==> src/rtl/noc_pkg.sv <==
// ---------------------------------------------------------------------------
// noc_pkg
// Shared definitions for the NoC switch output-port logic.
//   - FSM state encoding for the output-port channel holder
//   - default input count and flit width
//   - switch port index constants, in the same bit order the static
//     priority arbiter uses for its request/grant vectors
// ---------------------------------------------------------------------------
package noc_pkg;

    // Channel holder states
    localparam logic [0:0] IDLE   = 1'b0;
    localparam logic [0:0] LOCKED = 1'b1;

    // Default switch geometry
    localparam int NOC_IN_N   = 5;
    localparam int NOC_FLIT_W = 8;

    // Switch port indices (arbiter bit order)
    localparam int LOCAL = 0;
    localparam int EAST  = 1;
    localparam int SOUTH = 2;
    localparam int WEST  = 3;
    localparam int NORTH = 4;

endpackage

==> src/rtl/flit_out_reg.sv <==
// ---------------------------------------------------------------------------
// flit_out_reg
// One-stage valid/ready output register for a switch output port.
// A flit is loaded whenever i_accept is high; the register empties when the
// downstream takes it and nothing new is loaded in the same cycle, so a
// simultaneous drain and load sustains one flit per cycle.
//
// Ports:
//   clk_i       clock (rising edge)
//   rst_ni      asynchronous active-low reset
//   i_accept    load i_data this cycle
//   i_data      flit to load
//   i_rdy       downstream ready
//   o_data      registered flit
//   o_vld       registered flit valid
//   o_can_take  register can accept a flit this cycle (!o_vld || i_rdy)
// ---------------------------------------------------------------------------
module flit_out_reg #(
    parameter int FLIT_W = 8
) (
    input  logic              clk_i,
    input  logic              rst_ni,
    input  logic              i_accept,
    input  logic [FLIT_W-1:0] i_data,
    input  logic              i_rdy,
    output logic [FLIT_W-1:0] o_data,
    output logic              o_vld,
    output logic              o_can_take
);

    logic [FLIT_W-1:0] r_data;
    logic              r_vld;

    // Load on accept; otherwise drop valid once the downstream consumed it.
    // Data is left in place when emptying so data_o only moves on a load.
    always_ff @(posedge clk_i or negedge rst_ni) begin
        if (!rst_ni) begin
            r_data <= '0;
            r_vld  <= 1'b0;
        end else if (i_accept) begin
            r_data <= i_data;
            r_vld  <= 1'b1;
        end else if (r_vld && i_rdy) begin
            r_vld  <= 1'b0;
        end
    end

    assign o_data     = r_data;
    assign o_vld      = r_vld;
    assign o_can_take = !r_vld || i_rdy;

endmodule

==> src/rtl/out_port_grant_ctrl.sv <==
// ---------------------------------------------------------------------------
// out_port_grant_ctrl
// Per-output-port channel holder. While free, it samples the arbiter's grant
// index and locks the output to that input for a whole packet, forwarding
// its flits through flit_out_reg and releasing after the tail is accepted.
//
// Optional feature macro: OUT_PORT_WATCHDOG_EN
//   When defined, a stall counter releases a lock that has seen no accept
//   for TIMEOUT_CYCLES-1 locked cycles and pulses err_o for one cycle.
//   When undefined, err_o is tied low and only a tail flit releases the lock.
//
// Ports:
//   clk_i      clock (rising edge)
//   rst_ni     asynchronous active-low reset
//   vld_i      per-input flit valid (also the arbiter request vector)
//   last_i     per-input tail marker, qualified by vld_i
//   data_i     flattened input flits, input k at [k*FLIT_W +: FLIT_W]
//   arb_res_i  arbiter result index, meaningful only while |vld_i
//   rdy_o      per-input ready, one-hot or zero
//   data_o     registered output flit
//   vld_o      output flit valid
//   rdy_i      downstream ready
//   busy_o     channel is locked
//   err_o      one-cycle watchdog release pulse
// ---------------------------------------------------------------------------
module out_port_grant_ctrl
    import noc_pkg::*;
#(
    parameter int IN_N           = NOC_IN_N,
    parameter int FLIT_W         = NOC_FLIT_W,
    parameter int TIMEOUT_CYCLES = 16,
    localparam int IDX_W         = (IN_N > 1) ? $clog2(IN_N) : 1
) (
    input  logic                   clk_i,
    input  logic                   rst_ni,
    input  logic [IN_N-1:0]        vld_i,
    input  logic [IN_N-1:0]        last_i,
    input  logic [IN_N*FLIT_W-1:0] data_i,
    input  logic [IDX_W-1:0]       arb_res_i,
    output logic [IN_N-1:0]        rdy_o,
    output logic [FLIT_W-1:0]      data_o,
    output logic                   vld_o,
    input  logic                   rdy_i,
    output logic                   busy_o,
    output logic                   err_o
);

    logic [0:0]        r_state;
    logic [IDX_W-1:0]  r_grant_q;

    logic              w_locked;
    logic              w_sel_vld;
    logic              w_sel_last;
    logic [FLIT_W-1:0] w_sel_data;
    logic              w_arb_ok;
    logic              w_can_take;
    logic              w_accept;
    logic              w_wd_fire;

    assign w_locked = (r_state == LOCKED);

    // Select the granted input's lane, and check that the arbiter result
    // names an in-range input that is actually requesting.
    always_comb begin
        w_sel_vld  = 1'b0;
        w_sel_last = 1'b0;
        w_sel_data = '0;
        w_arb_ok   = 1'b0;
        rdy_o      = '0;
        for (int k = 0; k < IN_N; k++) begin
            if (r_grant_q == IDX_W'(k)) begin
                w_sel_vld  = vld_i[k];
                w_sel_last = last_i[k];
                w_sel_data = data_i[k*FLIT_W +: FLIT_W];
                rdy_o[k]   = w_locked && w_can_take;
            end
            if (arb_res_i == IDX_W'(k)) begin
                w_arb_ok = vld_i[k];
            end
        end
    end

    assign w_accept = w_locked && w_sel_vld && w_can_take;
    assign busy_o   = w_locked;

    // Lock on a valid grant; release on the tail accept or a watchdog expiry.
    // Release always passes through IDLE, which gives the inter-packet bubble.
    always_ff @(posedge clk_i or negedge rst_ni) begin
        if (!rst_ni) begin
            r_state   <= IDLE;
            r_grant_q <= '0;
        end else begin
            case (r_state)
                IDLE: begin
                    if (|vld_i && w_arb_ok) begin
                        r_state   <= LOCKED;
                        r_grant_q <= arb_res_i;
                    end
                end
                LOCKED: begin
                    if ((w_accept && w_sel_last) || w_wd_fire) begin
                        r_state <= IDLE;
                    end
                end
                default: r_state <= IDLE;
            endcase
        end
    end

`ifdef OUT_PORT_WATCHDOG_EN
    localparam int CNT_W = $clog2(TIMEOUT_CYCLES) + 1;

    logic [CNT_W-1:0] r_wd_cnt;
    logic             r_err;

    // Fires on the edge where the stall count steps up to TIMEOUT_CYCLES-1.
    assign w_wd_fire = w_locked && !w_accept
                       && (r_wd_cnt == CNT_W'(TIMEOUT_CYCLES - 2));

    // Holding the count at zero in IDLE clears it on entry to LOCKED.
    always_ff @(posedge clk_i or negedge rst_ni) begin
        if (!rst_ni) begin
            r_wd_cnt <= '0;
            r_err    <= 1'b0;
        end else begin
            r_err <= w_wd_fire;
            if (!w_locked || w_accept) begin
                r_wd_cnt <= '0;
            end else begin
                r_wd_cnt <= r_wd_cnt + 1'b1;
            end
        end
    end

    assign err_o = r_err;
`else
    assign w_wd_fire = 1'b0;
    assign err_o     = 1'b0;
`endif

    flit_out_reg #(
        .FLIT_W (FLIT_W)
    ) u_flit_out_reg (
        .clk_i      (clk_i),
        .rst_ni     (rst_ni),
        .i_accept   (w_accept),
        .i_data     (w_sel_data),
        .i_rdy      (rdy_i),
        .o_data     (data_o),
        .o_vld      (vld_o),
        .o_can_take (w_can_take)
    );

endmodule
==> config.mk <==
export PLATFORM = sky130hd
export DESIGN_NAME = out_port_grant_ctrl
export DESIGN_NICKNAME = d
export VERILOG_FILES = /design/src/rtl/noc_pkg.sv /design/src/rtl/flit_out_reg.sv /design/src/rtl/out_port_grant_ctrl.sv
export SDC_FILE = /design/constraint.sdc
export NUM_CORES = 1
export LEC_CHECK = 0
export BUFFER_PORTS_ARGS = -buffer_cell sky130_fd_sc_hd__buf_2
export CAP_MARGIN = 30
export CORE_UTILIZATION = 30
export DETAILED_ROUTE_END_ITERATION = 10
export GPL_ROUTABILITY_DRIVEN = 1
export HOLD_SLACK_MARGIN = 0.08
export PLACE_DENSITY_LB_ADDON = 0.08
export SLEW_MARGIN = 40
export SYNTH_ARGS = -nofsm -noshare
export SYNTH_HDL_FRONTEND = slang
export SYNTH_SLANG_ARGS = --single-unit
export TNS_END_PERCENT = 10
==> constraint.sdc <==
create_clock -name clk_i -period 2.29 [get_ports clk_i]
set_input_delay 0.458 -clock clk_i [delete_from_list [all_inputs] [get_ports clk_i]]
set_output_delay 0.458 -clock clk_i [all_outputs]
set_load 0.01 [all_outputs]
* After elaboration in Yosys (flattened, before gate mapping)
Index checks and enable logic that the tools add are counted.
** Word-level totals
- Input port bits :: 56
- RAM bits :: 0
- Word-level logic and storage cells :: 56
- Bits in read-only memories :: 0
- Latch bits :: 0
- Output and inout bits :: 16
- Flip-flop bits (word level) :: 13
- Memories kept :: 0
** Cells by class
- Shift-type cells :: 0
- Multipliers :: 0
- $lt $le $gt $ge :: 0
- Div/mod/pow operators :: 0
- Bitwise gates (word level) :: 1
- Add/subtract/negate cells :: 0
- Eq/ne operators :: 8
- Multiplexer cells :: 30
- Reductions and logical operators :: 13
** Operators with widths (number)
- $mux 8 :: 5
- $mux 1 :: 24
- $eq 3x2->1 const B :: 4
- $eq 3x1->1 const B :: 2
- $eq 3x3->1 const B :: 2
- $logic_and 1x1->1 :: 6
- $logic_not 3->1 :: 2
- $reduce_or 5->1 :: 1
- $pmux 1 s2 :: 1
- $reduce_and 2->1 :: 1
- $reduce_bool 2->1 :: 1
- $logic_not 1->1 :: 1
- $logic_or 1x1->1 :: 1
- $not 1->1 :: 1

* Longest topological paths before layout
- Word-level depth :: 11
- Mapped depth :: 6
- Depth with buffers taken out :: 4

* Hierarchy
Synthesis repeated with hierarchy kept, for this count alone.
** Second synthesis, totals
- Cells, all modules :: 109
- Area, all modules :: 1094.8 sq um
** Modules (own cells, without submodules)
- out_port_grant_ctrl :: instances 1, cells each 89, seq. area each 100.1 sq um, area an instance 725.7 sq um
- flit_out_reg :: instances 1, cells each 20, seq. area each 225.2 sq um, area an instance 369.1 sq um

* Worst setup path after synthesis
OpenSTA, ideal clock, no wires.
- Kind :: flip-flop to flip-flop
- Start :: register r_grant_q[2]
- End :: register u_flit_out_reg.r_data[0] (netlist: u_flit_out_reg.o_data[0])
- Period minus slack after synthesis :: 1589 ps
- Required time :: 2165 ps
- Slack :: 701 ps
- Stages on the path, launching flop included :: 6
- Arrival time :: 1464 ps
- Cells stage by stage :: dfrtp_1 -> or2_4 -> o221ai_2 -> and2_4 -> buf_12 -> mux2_4
** On the way
- Word-level cells in the longest chain between the ends :: 8
- Elaborated cells on any way between the ends :: 17
- Those cells by class :: eq/ne: 4; mux: 10; reduce/logical: 3
** RTL lines
- start, declared :: line out_port_grant_ctrl.sv:49 : logic [IDX_W-1:0] r_grant_q;
- start signal, assigned :: line out_port_grant_ctrl.sv:97 : r_grant_q <= arb_res_i;
- $logic_not 3->1 :: line out_port_grant_ctrl.sv:71 : if (r_grant_q == IDX_W'(k)) begin
- $mux 1 (5 in series) :: line out_port_grant_ctrl.sv:71
- $logic_and 1x1->1 (2 in series) :: line out_port_grant_ctrl.sv:83 : assign w_accept = w_locked && w_sel_vld && w_can_take;
- end signal, assigned :: line flit_out_reg.sv:41 : r_data <= i_data;
- end, declared :: line flit_out_reg.sv:31 : logic [FLIT_W-1:0] r_data;
Parallel ways exist; a longest one is shown, timed or not.
A chain may end at the register's enable or synchronous reset.

* Worst setup path after layout
- Start :: register r_grant_q[1]
- End :: output rdy_o[2]
** On the way
- Word-level cells in the longest chain between the ends :: 2
** RTL lines
- $eq 3x2->1 :: line out_port_grant_ctrl.sv:71
- $mux 1 :: line out_port_grant_ctrl.sv:71
- end, declared :: line out_port_grant_ctrl.sv:40 : output logic [IN_N-1:0] rdy_o,
Every way passes these cells.

==> results.md <==
* Status: finished clean
* Gr busiest metal: met2
* Vias/cell at 4.77
* Setup TNS after final layout at 0 ns
* Leak at 0.000778 uW
* Multiplexer share of the synthesized area at 32.8%
* RSZ-0062 raised after global routing: no
* Commonest non-fill, non-tap cell in the layout: buf_2
* DRC at 0
* CTS tree: yes
* Cells after Synth at 104
* Crit path kind: register to output port
* Largest family of logic cells by synthesized area: multiplexers
* Simple-gate share of the synthesized area at 11.6%
* Required @ worst endpoint at 1.83 ns
* Die area at 3990 um2
* Crit-path leading delay family: simple AND/OR/NAND/NOR gates
* Top Ports at 72
* Most frequent cells in the layout: buf_2 (70), dfrtp_1 (13), mux2i_1 (12), mux2_4 (12)
* Die H at 63.1 um
* Share of layout cells above drive strength 1 at 57.9%
* H-tree depth at 1
* Post-cts resize count at 0
* Clock Skews at 0.00180 ns
* GRT Overall Usage at 14.9%
* Clk_lat worst skew at 0.23 ns
* Gpl congestion at 0.787
* Maximum vdd ir drop at 0.650 mV
* Met1 GRT Util at 21.4%
* Slew HR at 56.2%
* Tightest Pin Transition at 0.656 ns
* Min Tclk post-route at 2.02 ns
* Hold buffer count at cts at 0
* Vias in the first global route at 1018
* Worst-path fanout max at 13
* Avg Cell Area, Syn at 10.8 um2
* Syn Nets at 160
* Max cap viols at 0
* Critical path arrival at 1.56 ns
* CP cell instances: nand2b_1 -> nor3_1 -> buf_2
* Post-synthesis xor/xnor area fraction at 0%
* Crit path buf inv count at 1
* Grt ovf at 0
* CTS Sinks at 13
* Final worst path period share at 88.3%
* Number of setup buffers added after CTS at 0
* IO Port Bufs at 70
* Layout Utilization at 43.9%
* Final Net Count at 228
* Final WL at 2.99 mm
* Final hold violations at 0
* R2R setup slack at 0.37 ns
* Final ANT Viol Nets at 0
* GR Util met2 at 23.9%
* Pwr Density at 1260 nW/um2
* Die width at 63.1 um
* Startpoint types: register
* Synth warn at 0
* Hold Slack at 0.102 ns
* Core area at 3470 um2
* Fillcell total at 377
* Compound-Gate Fraction of Synth Area at 19.3%
* CTS Root Cell: clkbuf_8
* HPWL after DPL at 2.44 mm
* Clk slew on worst S/H paths at 0.05 ns
* First-pass GRT wire length at 4.69 mm
* Post-Place Setup Slack at 0.384 ns
* Initial Util at 32.3%
* Met3 usage at 1.63%
* Routed wire per std cell at 13.8 um
* First-pass DRT Iterations at 4
* HP Class: primary input to async pin
* Yosys reg bits at 13
* Site Rows at 21
* Antenna fix cells at 0
* Fin. max-slew vios at 0
* Max Freq at 495 MHz
* Area grow syn2layout at 35.9%
* Worst setup EP type: output port
* Slowest stage delay, CP at 0.55 ns
* Final setup fails at 0
* Synth unique cells at 37
* Initial drt markers at 25
* Clk buf depth at 2
* Syn Std Cell Area at 1120 um2
* Largest net degree at the start of global routing at 27
* Seq. cell area at 325 um2
* Post-synthesis sequential area ratio at 29.0%
* Via count at 1036
* Worst setup margin at 0.269 ns
* Multi-input combinational cell area at 718 um2
* Slowest cell on the critical path: dfrtp_1
* Initial antenna violation count at 0
* Area share of fa/ha/maj cells after synthesis at 0%
* CTS buffer count at 3
## area by class of cell
class	count	share of cell area, %
Sequential cell	13	21.3
Tap cell	46	3.78
Timing Repair Buffer	71	24.3
Clock buffer	4	2.96
Multi-Input combinational cell	81	47.1
Inverter	2	0.493
## power by group
part	switching, uW	internal, uW
logic	607	669
clock network	70.5	122
registers	105	346
total	782	1140
## registers in the layout (all words and copies together), names as in the netlist
signal                 cells
u_flit_out_reg.o_vld       1
u_flit_out_reg.o_data      8
r_grant_q                  3
busy_o                     1
## per-layer routing
| metal | up-vias | share of wire, % |
|---|---|---|
| met4 | 0 | 0.33 |
| met1 | 475 | 49 |
| met5 | - | 0 |
| li1 | 526 | - |
| met3 | 2 | 5.0 |
| met2 | 33 | 46 |
## through the flow
step | cell area (um2) | total power (uW) | std cells
6_report | 1520 | 1920 | 217
5_1_grt | 1520 | 2050 | 217
4_1_cts | 1520 | 1940 | 217
3_5_place_dp | 1480 | 1730 | 213
3_3_place_gp | 1480 | 1740 | 213
2_1_floorplan | 1120 | 1470 | 104
## synth_stat cells
cell | n | area (um2)
inv_1 | 2 | 7.51
mux2_2 | 4 | 45.0
clkbuf_1 | 1 | 3.75
and2_1 | 1 | 6.26
or2_4 | 1 | 8.76
clkbuf_2 | 1 | 5.00
buf_1 | 1 | 3.75
nor2_1 | 5 | 18.8
conb_1 | 1 | 3.75
nand3_1 | 1 | 5.00
buf_4 | 2 | 15.0
mux2_1 | 2 | 22.5
o21ai_0 | 1 | 5.00
a31o_2 | 1 | 8.76
o221ai_2 | 1 | 15.0
mux2_4 | 12 | 180
o221a_1 | 1 | 11.3
o211ai_1 | 1 | 7.51
a22oi_1 | 4 | 30.0
o32ai_1 | 1 | 8.76
nand4bb_1 | 1 | 11.3
o22ai_1 | 8 | 50.1
nand2b_1 | 2 | 12.5
buf_6 | 2 | 22.5
or2_1 | 1 | 6.26
o22a_1 | 1 | 8.76
mux2i_1 | 12 | 120
nand2_1 | 8 | 30.0
and2_4 | 1 | 8.76
o32ai_2 | 1 | 16.3
a22oi_2 | 4 | 50.1
or3_1 | 1 | 6.26
dfrtp_1 | 13 | 325
o21ai_1 | 1 | 5.00
nor2b_1 | 1 | 6.26
nor3_1 | 2 | 10.0
buf_12 | 1 | 20.0
## logic make-up after synthesis
group | after synthesis
compound gates | 25
buf+inv | 10
flops | 13
mux | 30
other cells | 1
simple gates | 25
## final timing paths
| kind | cells past startpoint | to | startpoint |
|---|---|---|---|
| setup / recovery | 3 | rdy_o[2] | r_grant_q[1] |
| hold / removal | 1 | u_flit_out_reg.o_data[1] | rst_ni |
| setup reg to reg | 4 | u_flit_out_reg.o_data[3] | r_grant_q[1] |
| hold reg to reg | 1 | u_flit_out_reg.o_data[0] | u_flit_out_reg.o_data[0] |
| max in group asynchronous | 1 | r_grant_q[1] | rst_ni |
| min in group clk_i | 2 | r_grant_q[2] | arb_res_i[0] |
(Power assumes the default switching activity.)
